## src/rtl/dac_fp_tx_if.sv

```systemverilog
// Command/status and serial-link signals of the 16Q48-to-DAC output path.
// The transmitter takes the slave view; whoever issues commands takes the master view.
interface dac_fp_tx_if #(
  parameter int FP_WIDTH  = 64,
  parameter int CMD_WIDTH = 4,
  parameter int DAC_WIDTH = 12
) ();
  logic signed [FP_WIDTH-1:0] DAC_FP_IN;
  logic [CMD_WIDTH-1:0]       DAC_CMD;
  logic                       DAC_START;
  logic                       DAC_BUSY;
  logic                       DAC_DONE;
  logic                       DAC_SAT;
  logic [DAC_WIDTH-1:0]       DAC_CODE_OUT;
  logic                       DAC_SYNC_N;
  logic                       DAC_SCLK;
  logic                       DAC_SDI;

  modport master (
    output DAC_FP_IN, DAC_CMD, DAC_START,
    input  DAC_BUSY, DAC_DONE, DAC_SAT, DAC_CODE_OUT, DAC_SYNC_N, DAC_SCLK, DAC_SDI
  );

  modport slave (
    input  DAC_FP_IN, DAC_CMD, DAC_START,
    output DAC_BUSY, DAC_DONE, DAC_SAT, DAC_CODE_OUT, DAC_SYNC_N, DAC_SCLK, DAC_SDI
  );
endinterface

```

## src/rtl/dac_fp_tx.sv

```systemverilog
// Converts a signed 16Q48 actuator command to a saturated DAC code and ships {cmd, code}
// MSB first over a SYNC_N/SCLK/SDI link; one frame per accepted start request.
module dac_fp_tx #(
  parameter int FP_WIDTH  = 64,
  parameter int FRAC_BITS = 48,
  parameter int DAC_WIDTH = 12,
  parameter int CMD_WIDTH = 4,
  parameter int CLK_DIV   = 4,
  parameter int SYNC_GAP  = 2
) (
  input  logic       DAC_CLK,
  input  logic       DAC_RST,
  dac_fp_tx_if.slave dac
);
  localparam int FRAME_BITS = CMD_WIDTH + DAC_WIDTH;
  localparam int BIT_W      = $clog2(FRAME_BITS + 1);
  localparam int DIV_W      = $clog2(CLK_DIV + 1);
  localparam int GAP_W      = $clog2(SYNC_GAP + 1);
  localparam logic [DIV_W-1:0] DIV_LAST = DIV_W'(CLK_DIV - 1);
  localparam logic [BIT_W-1:0] BIT_LAST = BIT_W'(FRAME_BITS - 1);
  localparam logic [GAP_W-1:0] GAP_LAST = GAP_W'(SYNC_GAP);

  typedef enum logic [1:0] {S_IDLE, S_CONV, S_SHIFT, S_GAP} state_e;

  function automatic logic [DAC_WIDTH:0] round_half_up(input logic signed [FP_WIDTH-1:0] x);
    logic [DAC_WIDTH:0] sum;
    sum = {1'b0, x[FRAC_BITS-1 -: DAC_WIDTH]}
        + {{DAC_WIDTH{1'b0}}, x[FRAC_BITS-DAC_WIDTH-1]};
    return sum;
  endfunction

  // Result is {sat, code}; a rounding carry clamps without flagging saturation.
  function automatic logic [DAC_WIDTH:0] saturate(input logic signed [FP_WIDTH-1:0] x,
                                                  input logic [DAC_WIDTH:0]       rounded);
    logic [DAC_WIDTH:0] res;
    if (x[FP_WIDTH-1])
      res = {1'b1, {DAC_WIDTH{1'b0}}};
    else if (|x[FP_WIDTH-2:FRAC_BITS])
      res = {1'b1, {DAC_WIDTH{1'b1}}};
    else if (rounded[DAC_WIDTH])
      res = {1'b0, {DAC_WIDTH{1'b1}}};
    else
      res = {1'b0, rounded[DAC_WIDTH-1:0]};
    return res;
  endfunction

  state_e                     state_q, state_d;
  logic                       busy_q, busy_d;
  logic                       done_q, done_d;
  logic                       sat_q, sat_d;
  logic [DAC_WIDTH-1:0]       code_q, code_d;
  logic                       sync_n_q, sync_n_d;
  logic                       sclk_q, sclk_d;
  logic                       sdi_q, sdi_d;
  logic [BIT_W-1:0]           bit_q, bit_d;
  logic [DIV_W-1:0]           div_q, div_d;
  logic [GAP_W-1:0]           gap_q, gap_d;

  logic signed [FP_WIDTH-1:0] x_q;
  logic [CMD_WIDTH-1:0]       cmd_q;
  logic [FRAME_BITS-1:0]      sreg_q;

  logic                       capture, load, shift;
  logic [DAC_WIDTH:0]         rounded;
  logic [DAC_WIDTH:0]         conv_res;
  logic [FRAME_BITS-1:0]      frame_w;

  assign rounded  = round_half_up(x_q);
  assign conv_res = saturate(x_q, rounded);
  assign frame_w  = {cmd_q, conv_res[DAC_WIDTH-1:0]};

  always_comb begin
    state_d  = state_q;
    busy_d   = busy_q;
    done_d   = 1'b0;
    sat_d    = sat_q;
    code_d   = code_q;
    sync_n_d = sync_n_q;
    sclk_d   = sclk_q;
    sdi_d    = sdi_q;
    bit_d    = bit_q;
    div_d    = div_q;
    gap_d    = gap_q;
    capture  = 1'b0;
    load     = 1'b0;
    shift    = 1'b0;
    unique case (state_q)
      S_IDLE: begin
        busy_d = dac.DAC_START;
        if (dac.DAC_START) begin
          capture = 1'b1;
          state_d = S_CONV;
        end
      end
      S_CONV: begin
        sat_d    = conv_res[DAC_WIDTH];
        code_d   = conv_res[DAC_WIDTH-1:0];
        load     = 1'b1;
        sync_n_d = 1'b0;
        sclk_d   = 1'b1;
        sdi_d    = frame_w[FRAME_BITS-1];
        bit_d    = '0;
        div_d    = '0;
        state_d  = S_SHIFT;
      end
      // SDI only moves together with a rising SCLK, so it is stable across the DAC's falling-edge sample.
      S_SHIFT: begin
        if (div_q != DIV_LAST) begin
          div_d = div_q + 1'b1;
        end else begin
          div_d = '0;
          if (sclk_q) begin
            sclk_d = 1'b0;
          end else if (bit_q == BIT_LAST) begin
            sclk_d   = 1'b1;
            sync_n_d = 1'b1;
            sdi_d    = 1'b0;
            gap_d    = '0;
            state_d  = S_GAP;
          end else begin
            sclk_d = 1'b1;
            sdi_d  = sreg_q[FRAME_BITS-2];
            shift  = 1'b1;
            bit_d  = bit_q + 1'b1;
          end
        end
      end
      S_GAP: begin
        if (gap_q == GAP_LAST) begin
          done_d  = 1'b1;
          state_d = S_IDLE;
        end else begin
          gap_d = gap_q + 1'b1;
        end
      end
      default: state_d = S_IDLE;
    endcase
  end

  always_ff @(posedge DAC_CLK) begin
    if (DAC_RST) begin
      state_q  <= S_IDLE;
      busy_q   <= 1'b0;
      done_q   <= 1'b0;
      sat_q    <= 1'b0;
      code_q   <= '0;
      sync_n_q <= 1'b1;
      sclk_q   <= 1'b1;
      sdi_q    <= 1'b0;
      bit_q    <= '0;
      div_q    <= '0;
      gap_q    <= '0;
    end else begin
      state_q  <= state_d;
      busy_q   <= busy_d;
      done_q   <= done_d;
      sat_q    <= sat_d;
      code_q   <= code_d;
      sync_n_q <= sync_n_d;
      sclk_q   <= sclk_d;
      sdi_q    <= sdi_d;
      bit_q    <= bit_d;
      div_q    <= div_d;
      gap_q    <= gap_d;
    end
  end

  // Captured operands and the frame shifter carry no reset; they are always reloaded before use.
  always_ff @(posedge DAC_CLK) begin
    if (capture) begin
      x_q   <= dac.DAC_FP_IN;
      cmd_q <= dac.DAC_CMD;
    end
    if (load)
      sreg_q <= frame_w;
    else if (shift)
      sreg_q <= sreg_q << 1;
  end

  assign dac.DAC_BUSY     = busy_q;
  assign dac.DAC_DONE     = done_q;
  assign dac.DAC_SAT      = sat_q;
  assign dac.DAC_CODE_OUT = code_q;
  assign dac.DAC_SYNC_N   = sync_n_q;
  assign dac.DAC_SCLK     = sclk_q;
  assign dac.DAC_SDI      = sdi_q;
endmodule

```

## src/flat_wrapper.sv

```systemverilog
// flat-port wrapper written by rule: the top's interface ports become plain ports
module dac_fp_tx_flat 
#(
  parameter int FP_WIDTH  = 64,
  parameter int FRAC_BITS = 48,
  parameter int DAC_WIDTH = 12,
  parameter int CMD_WIDTH = 4,
  parameter int CLK_DIV   = 4,
  parameter int SYNC_GAP  = 2
)
  (DAC_CLK, DAC_RST, dac_DAC_FP_IN, dac_DAC_CMD, dac_DAC_START, dac_DAC_BUSY, dac_DAC_DONE, dac_DAC_SAT, dac_DAC_CODE_OUT, dac_DAC_SYNC_N, dac_DAC_SCLK, dac_DAC_SDI);
  dac_fp_tx_if #(.FP_WIDTH(FP_WIDTH), .CMD_WIDTH(CMD_WIDTH), .DAC_WIDTH(DAC_WIDTH)) dac_i ();
  input  logic DAC_CLK;
  input  logic DAC_RST;
  input wire logic [$bits(dac_i.DAC_FP_IN)-1:0] dac_DAC_FP_IN;
  input wire logic [$bits(dac_i.DAC_CMD)-1:0] dac_DAC_CMD;
  input wire logic [$bits(dac_i.DAC_START)-1:0] dac_DAC_START;
  output wire logic [$bits(dac_i.DAC_BUSY)-1:0] dac_DAC_BUSY;
  output wire logic [$bits(dac_i.DAC_DONE)-1:0] dac_DAC_DONE;
  output wire logic [$bits(dac_i.DAC_SAT)-1:0] dac_DAC_SAT;
  output wire logic [$bits(dac_i.DAC_CODE_OUT)-1:0] dac_DAC_CODE_OUT;
  output wire logic [$bits(dac_i.DAC_SYNC_N)-1:0] dac_DAC_SYNC_N;
  output wire logic [$bits(dac_i.DAC_SCLK)-1:0] dac_DAC_SCLK;
  output wire logic [$bits(dac_i.DAC_SDI)-1:0] dac_DAC_SDI;
  assign dac_i.DAC_FP_IN = dac_DAC_FP_IN;
  assign dac_i.DAC_CMD = dac_DAC_CMD;
  assign dac_i.DAC_START = dac_DAC_START;
  assign dac_DAC_BUSY = dac_i.DAC_BUSY;
  assign dac_DAC_DONE = dac_i.DAC_DONE;
  assign dac_DAC_SAT = dac_i.DAC_SAT;
  assign dac_DAC_CODE_OUT = dac_i.DAC_CODE_OUT;
  assign dac_DAC_SYNC_N = dac_i.DAC_SYNC_N;
  assign dac_DAC_SCLK = dac_i.DAC_SCLK;
  assign dac_DAC_SDI = dac_i.DAC_SDI;
  dac_fp_tx #(.FP_WIDTH(FP_WIDTH), .FRAC_BITS(FRAC_BITS), .DAC_WIDTH(DAC_WIDTH), .CMD_WIDTH(CMD_WIDTH), .CLK_DIV(CLK_DIV), .SYNC_GAP(SYNC_GAP)) u_core (.DAC_CLK(DAC_CLK), .DAC_RST(DAC_RST), .dac(dac_i));
endmodule
```

## config.mk

```make
export PLATFORM = sky130hd
export DESIGN_NAME = dac_fp_tx_flat
export DESIGN_NICKNAME = d
export VERILOG_FILES = /design/src/rtl/dac_fp_tx_if.sv /design/src/rtl/dac_fp_tx.sv /design/src/flat_wrapper.sv
export SDC_FILE = /design/constraint.sdc
export NUM_CORES = 1
export LEC_CHECK = 0
export ABC_AREA = 1
export BUFFER_PORTS_ARGS = -buffer_cell sky130_fd_sc_hd__buf_2
export CORE_MARGIN = 2
export CORE_UTILIZATION = 56
export CTS_CLUSTER_DIAMETER = 30
export DETAILED_ROUTE_END_ITERATION = 6
export HOLD_SLACK_MARGIN = 0.08
export PLACE_DENSITY = 0.82
export SLEW_MARGIN = 20
export SYNTH_ARGS = -nofsm -noshare
export SYNTH_HDL_FRONTEND = slang
export SYNTH_SLANG_ARGS = --single-unit
```

## constraint.sdc

```tcl
create_clock -name DAC_CLK -period 3.37 [get_ports DAC_CLK]
set_input_delay 0.337 -clock DAC_CLK [delete_from_list [all_inputs] [get_ports DAC_CLK]]
set_output_delay 0.337 -clock DAC_CLK [all_outputs]
set_load 0.05 [all_outputs]
```

==> results of run 1 <==
[stage by stage]
| stage | worst slack [ps] | hold slack, ps | util | area [um^2] |
|---|---|---|---|---|
| after floorplan | 1550 | 415 | - | 3370 |
| after global placement | 1240 | 440 | 0.625 | 3680 |
| after detailed placement | 1210 | 455 | 0.625 | 3680 |
| after CTS | 1160 | 149 | 0.657 | 3870 |
| after global routing | 994 | 141 | 0.657 | 3870 |
| final | 1150 | 162 | 0.657 | 3870 |
[cell families (layout without fill, tap and decap cells)]
logic type | count (synthesis) | after routing | share of synthesized area
DFF | 78 | 78 | 0.605
AOI/OAI and AO/OA | 48 | 48 | 0.102
adders and majority gates | 11 | 11 | 0.0408
buffers and inverters | 39 | 100 | 0.0512
xor gates and xnor gates | 6 | 6 | 0.0156
and+or+nand+nor | 146 | 146 | 0.185
[cell type report]
cell class / instances / share of cell area
sequential: 78 / 0.528
multi-input combinational: 211 / 0.300
timing repair buffer: 53 / 0.0686
clock buffer: 10 / 0.0330
inverter: 31 / 0.0301
tap: 75 / 0.0243
clock inverter: 6 / 0.0162
[registers in the layout (all words and copies together), names as in the netlist]
| register | cells |
|---|---|
| u_core.x_q | 29 |
| u_core.sreg_q | 15 |
| u_core.dac.DAC_CODE_OUT | 12 |
| u_core.bit_q | 5 |
| u_core.cmd_q | 4 |
| u_core.div_q | 3 |
| u_core.gap_q | 2 |
| u_core.state_q | 2 |
| u_core.dac.DAC_BUSY | 1 |
| u_core.dac.DAC_DONE | 1 |
| u_core.dac.DAC_SAT | 1 |
| u_core.dac.DAC_SCLK | 1 |
| u_core.dac.DAC_SDI | 1 |
| u_core.dac.DAC_SYNC_N | 1 |
[critical path, stage by stage (launching register included)]
cell	delay [ps]
dfxtp_1	340
inv_1	130
ha_1	460
nand2_1	140
inv_1	130
nand2_1	140
nand2_1	510
[path summary, 6_finish.rpt]
check / from / endpoint / slack, ps / cells past startpoint
worst max-delay path: u_core.state_q[0] / u_core.sreg_q[3] / 1150 / 6
worst min-delay path: dac_DAC_FP_IN[53] / u_core.x_q[53] / 160 / 1
worst max register to register: u_core.state_q[0] / u_core.sreg_q[3] / 1150 / 6
worst min register to register: u_core.div_q[2] / u_core.div_q[2] / 470 / 2
[where the power goes]
part | total (uW) | internal, uW | switching [uW] | leakage, uW
sequential | 1440 | 1330 | 111 | 0.000698
clock | 664 | 340 | 325 | 0.0000899
combinational | 943 | 272 | 671 | 0.000843
[placed cells by master (no fill, tap or decap), drive strengths merged, types with 3 or more instances in the layout]
master and instances:
inv 31, o21ai 21, nand2 93, nor3 3
nand3 13, buf 53, xor2 4, nor2 31
edfxtp 48, clkinv 3, dfxtp 30, clkbuf 10
ha 11, a21oi 20
[layer usage]
| metal | share of wire | wire, um | vias to the layer above |
|---|---|---|---|
| met5 | 0 | 0 | - |
| met4 | 0.011 | 59 | 0 |
| met3 | 0.044 | 242 | 6 |
| met2 | 0.48 | 2680 | 51 |
| met1 | 0.46 | 2560 | 1063 |
| li1 | - | - | 1199 |
==> reports/metrics.yaml, run 1 <==
sta:
  rsz0062_at_grt: "false"
  slew_headroom: 0.561
  clock_skew_ps: 12.3
  setup_tns_ps: 0
  finalCriticalPeriod_ps: 2220
  slew_violations: 0
  max_freq_mhz: 451
  final-setup-viol-count: 0
  tightest_slew_ps: 658
  finalCritPeriodShare: 0.658
  hold_violations: 0
layout:
  nNetsFinal: 466
  fillers: 477
  register_area_um2: 2040
  drive_gt1_frac: 0.262
  stdcell_count: 464
  multiInputGateArea_um2: 1160
  antenna_cells: 0
  syn2layout_area_growth_pct: 14.6
detailed_routing:
  vias: 2319
  first_pass_iters: 4
  drt_iter0_markers: 175
  routed_wl_um: 5540
  vias_per_cell: 5.00
  wl_per_cell_um: 11.9
  drc: 0
  antenna_left: 0
yosys:
  synth.distinct_cells: 34
  synth-edff-count: 48
  yosysTopAreaCell: "edfxtp_1"
  synth_top_area_frac: 0.427
  ys_ff_latch: 78
  yosys_warnings: 0
  syn_nets: 410
  synth-main-ff-cell: "edfxtp_1"
  synth_most_common_cell: "nand2_1"
  ys_top_cells_by_area: "edfxtp_1, dfxtp_1, nand2_1, ha_1, inv_1"
  async_flop_share: 0
  ys_seq_area_frac: 0.605
  syn_area_um2: 3370
  synth_common_cells: "nand2_1, edfxtp_1, dfxtp_1"
  netlist_instances: 328
  avgSynthCellArea_um2: 10.3
global_routing:
  grt_util_met2: 0.286
  grt_antenna_before_repair: 0
  grt_usage: 0.182
  grt_overflow_total: 0
  grt_max_degree: 34
  busiest_layer: "met2"
  grt_use_met3: 0.0516
  grt_pass1_wl_um: 9200
  met1_usage: 0.242
  grt_pass1_vias: 2091
power_and_ir_drop:
  p_per_area_nw_per_um2: 788
  ir_drop_mv: 0.445
  p_leak_uw: 0.00163
  power.total_uw: 3050
clock_tree:
  numCtsBuffers: 9
  cts_hold_buf: 0
  clockBufferDepth: 2
  h-tree-depth: 3
  clock_latency_ps: 340
  cts_setup_buffers: 0
  cts.clk_slew.worst_paths_ps: 80
  cts_resized: 0
  cts.sinks: 78
  cts_tree: "done"
  root_buffer: "clkbuf_8"
floorplan:
  fp.dieH_um: 81.6
  start_util: 0.573
  core-area_um2: 5890
  dieWidth_um: 81.6
  dieArea_um2: 6660
  fp-row-count: 28
  top_level_ports: 89
min_path:
  hold_path_class: "input port to register"
placed_design:
  place_hpwl_um: 3910
  port_buffers: 53
  dp_cells: 448
  gp_congestion: 0.832
worst_setup_path:
  crit_path_end_kind: "register"
  criticalPathCategory: "register to register"
  critPathRequiredTime_ps: 3340
  path_max_fanout: 15
  startpoint_type: "register"
  crit_arrival_ps: 2190
run:
  maxCapViolations: 0
status:
  status: "completed"
Note: power is estimated with default switching activity, not from simulation.
==> inputs of run 2 (changes only) <==
--- a/config.mk
+++ b/config.mk
@@ -8,11 +8,11 @@
 export ABC_AREA = 1
 export BUFFER_PORTS_ARGS = -buffer_cell sky130_fd_sc_hd__buf_2
 export CORE_MARGIN = 2
-export CORE_UTILIZATION = 56
+export CORE_UTILIZATION = 47
 export CTS_CLUSTER_DIAMETER = 30
 export DETAILED_ROUTE_END_ITERATION = 6
 export HOLD_SLACK_MARGIN = 0.08
-export PLACE_DENSITY = 0.82
+export PLACE_DENSITY = 0.73
 export SLEW_MARGIN = 20
 export SYNTH_ARGS = -nofsm -noshare
 export SYNTH_HDL_FRONTEND = slang
==> constraint.sdc (replaced) <==
create_clock -name DAC_CLK -period 2 [get_ports DAC_CLK]
set_input_delay 0.2 -clock DAC_CLK [delete_from_list [all_inputs] [get_ports DAC_CLK]]
set_output_delay 0.2 -clock DAC_CLK [all_outputs]
set_load 0.05 [all_outputs]
==> run 2 against run 1 <==
Compared with the run above: sequential cell count unchanged; total power up 78%; maximum frequency up 18%; worst hold slack worse by 23 ps; critical endpoint is now u_core.sreg_q[6]; largest power group unchanged.
==> reports/metrics.yaml, run 2 (synthesis results as in run 1) <==
layout:
  nNetsFinal: 506  # was 466
  syn2layout_area_growth_pct: 28.6  # was 14.6%
  antenna_cells: 0  # unchanged
  regMostFlops: "u_core.x_q"  # unchanged
  register_area_um2: 2040  # unchanged
  drive_gt1_frac: 0.259  # was 0.262
  largest_register_ffs: 29  # unchanged
  multiInputGateArea_um2: 1170  # was 1160 um^2
  final_common_cell: "nand2_1"  # unchanged
  final_cell_mix: "nand2_1, buf_2, edfxtp_1"  # unchanged
  final_util: 0.632  # was 0.657
  fillers: 571  # was 477
floorplan:
  fp-row-count: 30  # was 28
  top_level_ports: 89  # unchanged
  dieWidth_um: 88.7  # was 81.6 um
  start_util: 0.491  # was 0.573
  fp.dieH_um: 88.7  # was 81.6 um
  dieArea_um2: 7870  # was 6660 um^2
  core-area_um2: 6870  # was 5890 um^2
detailed_routing:
  vias: 2479  # was 2319
  first_pass_iters: 4  # unchanged
  drc: 0  # unchanged
  routed_wl_um: 6280  # was 5540 um
  drt_iter0_markers: 122  # was 175
  antenna_left: 0  # unchanged
  wl_per_cell_um: 12.0  # was 11.9 um
  vias_per_cell: 4.72  # was 5.00
sta:
  slew_violations: 0  # unchanged
  finalCritPeriodShare: 0.936  # was 0.658
  clock_skew_ps: 9.43  # was 12.3 ps
  finalCriticalPeriod_ps: 1870  # was 2220 ps
  max_freq_mhz: 534  # was 451 MHz
  tightest_slew_ps: 381  # was 658 ps
  rsz0062_at_grt: "false"  # unchanged
  setup_tns_ps: 0  # unchanged
  holdWs_ps: 139  # was 162 ps
  slew_headroom: 0.746  # was 0.561
  final-setup-viol-count: 0  # unchanged
  hold_violations: 0  # unchanged
global_routing:
  grt_pass1_wl_um: 10500  # was 9200 um
  grt_pass1_vias: 2384  # was 2091
  grt_overflow_total: 0  # unchanged
  grt_usage: 0.180  # was 0.182
  grt_antenna_before_repair: 0  # unchanged
  grt_max_degree: 33  # was 34
worst_setup_path:
  criticalPathCategory: "register to register"  # unchanged
  crit_buf_inv: 2  # unchanged
  startpoint_type: "register"  # unchanged
  crit_path_end_kind: "register"  # unchanged
  critPathRequiredTime_ps: 2100  # was 3340 ps
  path_cells: "ha_2 -> ha_1 -> nand3_2 -> inv_2 -> nand3_1 -> nand3_2 -> buf_12 -> o21ai_2 -> nand2_1"  # was inv_1 -> ha_1 -> nand2_1 -> inv_1 -> nand2_1 -> nand2_1
  critPathSlowestCell: "edfxtp_1"  # was nand2_1
  cp_common_cell: "nand3_2"  # was nand2_1
  critPathMaxStageDelay_ps: 400  # was 510 ps
  path_max_fanout: 11  # was 15
  crit_arrival_ps: 1970  # was 2190 ps
  crit_family: "adder cells"  # was simple AND/OR/NAND/NOR gates
clock_tree:
  cts.clk_slew.worst_paths_ps: 80  # about the same
  cts_tree: "done"  # unchanged
  clockBufferDepth: 2  # unchanged
  clock_latency_ps: 350  # was 340 ps
  root_buffer: "clkbuf_8"  # unchanged
  cts.sinks: 78  # unchanged
  cts_setup_buffers: 0  # unchanged
  h-tree-depth: 3  # unchanged
  numCtsBuffers: 9  # unchanged
power_and_ir_drop:
  p_leak_uw: 0.00183  # was 0.00163 uW
  ir_drop_mv: 0.531  # was 0.445 mV
  p_per_area_nw_per_um2: 1250  # was 788 nW/um^2
min_path:
  hold_path_class: "input port to register"  # unchanged
placed_design:
  port_buffers: 53  # unchanged
  place_hpwl_um: 4060  # was 3910 um
  gp_congestion: 0.830  # was 0.832
run:
  maxCapViolations: 0  # unchanged
status:
  status: "completed"  # unchanged
-- run 2: power breakdown --
group,switching (uW),leakage (uW),internal [uW],total [uW]
Clock,557,0.000109,735,1290
Sequential,180,0.000698,2240,2420
Combinational,1150,0.00102,560,1710
Total,1890,0.00183,3530,5420
-- run 2: metrics by stage --
step           power [uW]  cell area [um^2]  setup WS (ps)  cells
3_3_place_gp         4050              3780            158    476
6_report             5420              4340            128    525
2_1_floorplan        3700              3370            177    328
4_1_cts              5450              4330            116    525
5_1_grt              5780              4340           12.1    525
3_5_place_dp         4110              3780            129    476
-- run 2: final timing paths --
kind / slack [ps] / startpoint / cells past startpoint / end
max: 130 / u_core.x_q[35] / 9 / u_core.sreg_q[6]
min: 140 / dac_DAC_START / 3 / u_core.dac.DAC_BUSY
max reg2reg: 130 / u_core.x_q[35] / 9 / u_core.sreg_q[6]
min reg2reg: 460 / u_core.div_q[2] / 2 / u_core.div_q[2]
-- run 2: area by class of cell --
class | instances | share of cell area
tap | 96 | 0.0277
sequential | 78 | 0.471
clock buffer | 12 | 0.0334
clock inverter | 4 | 0.0161
multi-input combinational | 211 | 0.270
inverter | 31 | 0.0268
timing repair buffer | 93 | 0.155
-- run 2: worst min-delay path: stages --
cell and delay [ps]:
buf_2 100, nand2_1 70, a21oi_1 70
-- run 2: repair_timing --
item | in CTS | in global routing
hold buffers | 33 | 0
endpoints found under the hold margin | 33 | 0
resized for setup | 0 | 4
endpoints found under the setup margin | 0 | 24
-- run 2: routing by layer --
metal | vias up | GRT usage | share of wire
met1 | 1124 | 0.224 | 0.44
met5 | - | 0 | 0
li1 | 1284 | - | -
met4 | 0 | 0.109 | 0.024
met3 | 10 | 0.0364 | 0.046
met2 | 61 | 0.288 | 0.49
==> inputs of run 3 (changes only) <==
--- a/config.mk
+++ b/config.mk
@@ -5,14 +5,14 @@
 export SDC_FILE = /design/constraint.sdc
 export NUM_CORES = 1
 export LEC_CHECK = 0
-export ABC_AREA = 1
 export BUFFER_PORTS_ARGS = -buffer_cell sky130_fd_sc_hd__buf_2
 export CORE_MARGIN = 2
-export CORE_UTILIZATION = 47
+export CORE_UTILIZATION = 49
+export CTS_BUF_LIST = sky130_fd_sc_hd__clkbuf_4 sky130_fd_sc_hd__clkbuf_8
 export CTS_CLUSTER_DIAMETER = 30
 export DETAILED_ROUTE_END_ITERATION = 6
 export HOLD_SLACK_MARGIN = 0.08
-export PLACE_DENSITY = 0.73
+export PLACE_DENSITY = 0.76
 export SLEW_MARGIN = 20
 export SYNTH_ARGS = -nofsm -noshare
 export SYNTH_HDL_FRONTEND = slang
==> run 3 against run 2 <==
Compared with the run above: the run now ends with DRC left; critical endpoint is now u_core.sreg_q[10]; critical path type unchanged; setup slack lost 41 ps; global-route usage rose by 0.85 points; wire length increased by 1.3%; combinational power rose by 9%.
==> reports/metrics.yaml, run 3 <==
status:
  status: "complete, but fails checks"  # was completed
  violations: "DRC"
placed_design:
  dp_cells: 405  # was 476
  gp_congestion: 0.806  # was 0.830
  place_hpwl_um: 4100  # was 4060 um
  port_buffers: 53  # unchanged
detailed_routing:
  antenna_left: 0  # unchanged
  wl_per_cell_um: 14.0  # was 12.0 um
  vias: 2322  # was 2479
  vias_per_cell: 5.10  # was 4.72
  routed_wl_um: 6360  # was 6280 um
  drc: 3  # was 0
  first_pass_iters: 7  # was 4
  drt_iter0_markers: 142  # was 122
layout:
  largest_register_ffs: 29  # unchanged
  nNetsFinal: 455  # was 506
  register_area_um2: 2040  # about the same
  antenna_cells: 0  # unchanged
  stdcell_count: 455  # was 525
  fillers: 505  # was 571
  regMostFlops: "u_core.x_q"  # unchanged
  final_util: 0.662  # was 0.632
  final_cell_mix: "buf_2, edfxtp_1, dlygate4sd3_1"  # was nand2_1, buf_2, edfxtp_1
  multiInputGateArea_um2: 1180  # was 1170 um^2
  drive_gt1_frac: 0.275  # was 0.259
  final_common_cell: "buf_2"  # was nand2_1
  syn2layout_area_growth_pct: 29.9  # was 28.6%
floorplan:
  fp.dieH_um: 85.7  # was 88.7 um
  core-area_um2: 6420  # was 6870 um^2
  top_level_ports: 89  # unchanged
  dieArea_um2: 7350  # was 7870 um^2
  fp-row-count: 29  # was 30
  dieWidth_um: 85.7  # was 88.7 um
  start_util: 0.510  # was 0.491
worst_setup_path:
  criticalPathCategory: "register to register"  # unchanged
  crit_start: "u_core.x_q[35]"  # unchanged
  r2r-start: "u_core.x_q[35]"  # unchanged
  startpoint_type: "register"  # unchanged
  rr_endpoint: "u_core.sreg_q[10]"  # was u_core.sreg_q[6]
  critPathRequiredTime_ps: 2090  # was 2100 ps
  r2r_slack_ps: 90  # was 130 ps
  ff2ff_path_depth: 7  # was 9
  endpoint: "u_core.sreg_q[10]"  # was u_core.sreg_q[6]
  path_max_fanout: 3  # was 11
  crit_path_end_kind: "register"  # unchanged
  crit_arrival_ps: 2000  # was 1970 ps
yosys:
  synth_compound_area_frac: 0.116  # was 0.102
  synth_most_common_cell: "edfxtp_1"  # was nand2_1
  muxShareOfSynthArea: 0.0241  # was 0
  synth.distinct_cells: 42  # was 34
  synth_top_area_frac: 0.440  # was 0.427
  ys_top_cells_by_area: "edfxtp_1, dfxtp_1, ha_1, a21oi_1, mux2_2"  # was edfxtp_1, dfxtp_1, nand2_1, ha_1, inv_1
  synth_top_family_by_area: "simple AND/OR/NAND/NOR gates"  # unchanged
  syn_nets: 354  # was 410
  yosysTopAreaCell: "edfxtp_1"  # unchanged
  yosys_warnings: 0  # unchanged
  netlist_instances: 272  # was 328
  synth-edff-count: 48  # unchanged
  synth_adder_area_share: 0.0420  # was 0.0408
  syn_area_um2: 3270  # was 3370 um^2
  synth-xor-area-share: 0.0348  # was 0.0156
  ys_ff_latch: 78  # unchanged
  ys_seq_area_frac: 0.624  # was 0.605
  synth-simple-area-share: 0.133  # was 0.185
  avgSynthCellArea_um2: 12.0  # was 10.3 um^2
  synth-main-ff-cell: "edfxtp_1"  # unchanged
  synth_common_cells: "edfxtp_1, dfxtp_1, a21oi_1"  # was nand2_1, edfxtp_1, dfxtp_1
  async_flop_share: 0  # unchanged
sta:
  tightest_slew_ps: 412  # was 381 ps
  slew_violations: 0  # unchanged
  finalCriticalPeriod_ps: 1910  # was 1870 ps
  hold_violations: 0  # unchanged
  setup_tns_ps: 0  # unchanged
  finalCritPeriodShare: 0.956  # was 0.936
  clock_skew_ps: 9.50  # was 9.43 ps
  holdWs_ps: 185  # was 139 ps
  slew_headroom: 0.724  # was 0.746
  max_freq_mhz: 523  # was 534 MHz
  final-setup-viol-count: 0  # unchanged
global_routing:
  busiest_layer: "met2"  # unchanged
  grt_pass1_vias: 2329  # was 2384
  grt_pass1_wl_um: 10600  # was 10500 um
  grt_overflow_total: 0  # unchanged
  grt_usage: 0.188  # was 0.180
  grt_antenna_before_repair: 0  # unchanged
  grt_use_met3: 0.0645  # was 0.0364
  grt_util_met2: 0.320  # was 0.288
  met1_usage: 0.223  # was 0.224
  grt_max_degree: 35  # was 33
power_and_ir_drop:
  power.total_uw: 5340  # was 5420 uW
  p_leak_uw: 0.00169  # was 0.00183 uW
  ir_drop_mv: 0.687  # was 0.531 mV
  p_per_area_nw_per_um2: 1260  # was 1250 nW/um^2
clock_tree:
  h-tree-depth: 3  # unchanged
  numCtsBuffers: 9  # unchanged
  clock_latency_ps: 340  # was 350 ps
  clockBufferDepth: 2  # unchanged
  cts_tree: "done"  # unchanged
  root_buffer: "clkbuf_8"  # unchanged
  cts.sinks: 78  # unchanged
  cts.clk_slew.worst_paths_ps: 70  # was 80 ps
run:
  maxCapViolations: 0  # unchanged
min_path:
  hold_path_class: "input port to register"  # unchanged
[run 3: repair_timing]
action,in CTS,in global routing
buffers inserted,0,1
endpoints found under the setup margin,1,23
endpoints found under the hold margin,33,0
hold buffers,33,0
gates cloned,0,0
pin swaps,0,2
resized for setup,1,9
[run 3: metal layers]
| layer | routed length, um | up-vias |
|---|---|---|
| met2 | 3150 | 51 |
| li1 | - | 1184 |
| met3 | 293 | 6 |
| met1 | 2830 | 1081 |
| met5 | 0 | - |
| met4 | 88 | 0 |
[run 3: power breakdown]
part	leakage [uW]	internal, uW	switching, uW	total (uW)
logic	0.000909	695	1160	1860
registers	0.000700	2280	214	2490
clock network	0.0000812	468	530	997
[run 3: area by class of cell]
| class | count | share of cell area |
|---|---|---|
| sequential | 78 | 0.480 |
| multi-input combinational | 171 | 0.277 |
| timing repair buffer | 98 | 0.167 |
| clock buffer | 11 | 0.0327 |
| tap | 77 | 0.0227 |
| inverter | 15 | 0.0132 |
| clock inverter | 5 | 0.00647 |
[run 3: kinds of logic (layout without fill, tap and decap cells)]
family / after synthesis / after routing
AO/OA/AOI/OAI: 61 / 61
adder cells (fa/ha/maj): 11 / 11
AND/OR/NAND/NOR: 79 / 79
multiplexers: 7 / 7
flip-flops: 78 / 78
XOR/XNOR: 13 / 13
buffers and inverters: 23 / 129
[run 3: how the worst min path moves through the flow]
stage	to	startpoint	cells after the start	slack, ps
after floorplan	u_core.cmd_q[0]	dac_DAC_CMD[0]	0	300
after global placement	u_core.x_q[36]	dac_DAC_FP_IN[36]	1	380
after detailed placement	u_core.x_q[54]	dac_DAC_FP_IN[54]	1	380
after CTS	u_core.bit_q[4]	DAC_RST	2	180
after global routing	u_core.bit_q[4]	DAC_RST	2	180
final	u_core.bit_q[4]	DAC_RST	2	180
[run 3: per-stage QoR]
stage / area [um^2] / setup slack, ps
after floorplan: 3270 / 12.1
after global placement: 3710 / 72.4
after detailed placement: 3710 / -0.968
after CTS: 4210 / 15.3
after global routing: 4250 / -9.44
final: 4250 / 87.3
[run 3: critical path: stages (launching register included)]
cell and delay (ps):
edfxtp_1 330, ha_2 190, ha_2 200, nand3_2 110, buf_4 160, or4_4 430, xor2_2 180, o21ai_1 70
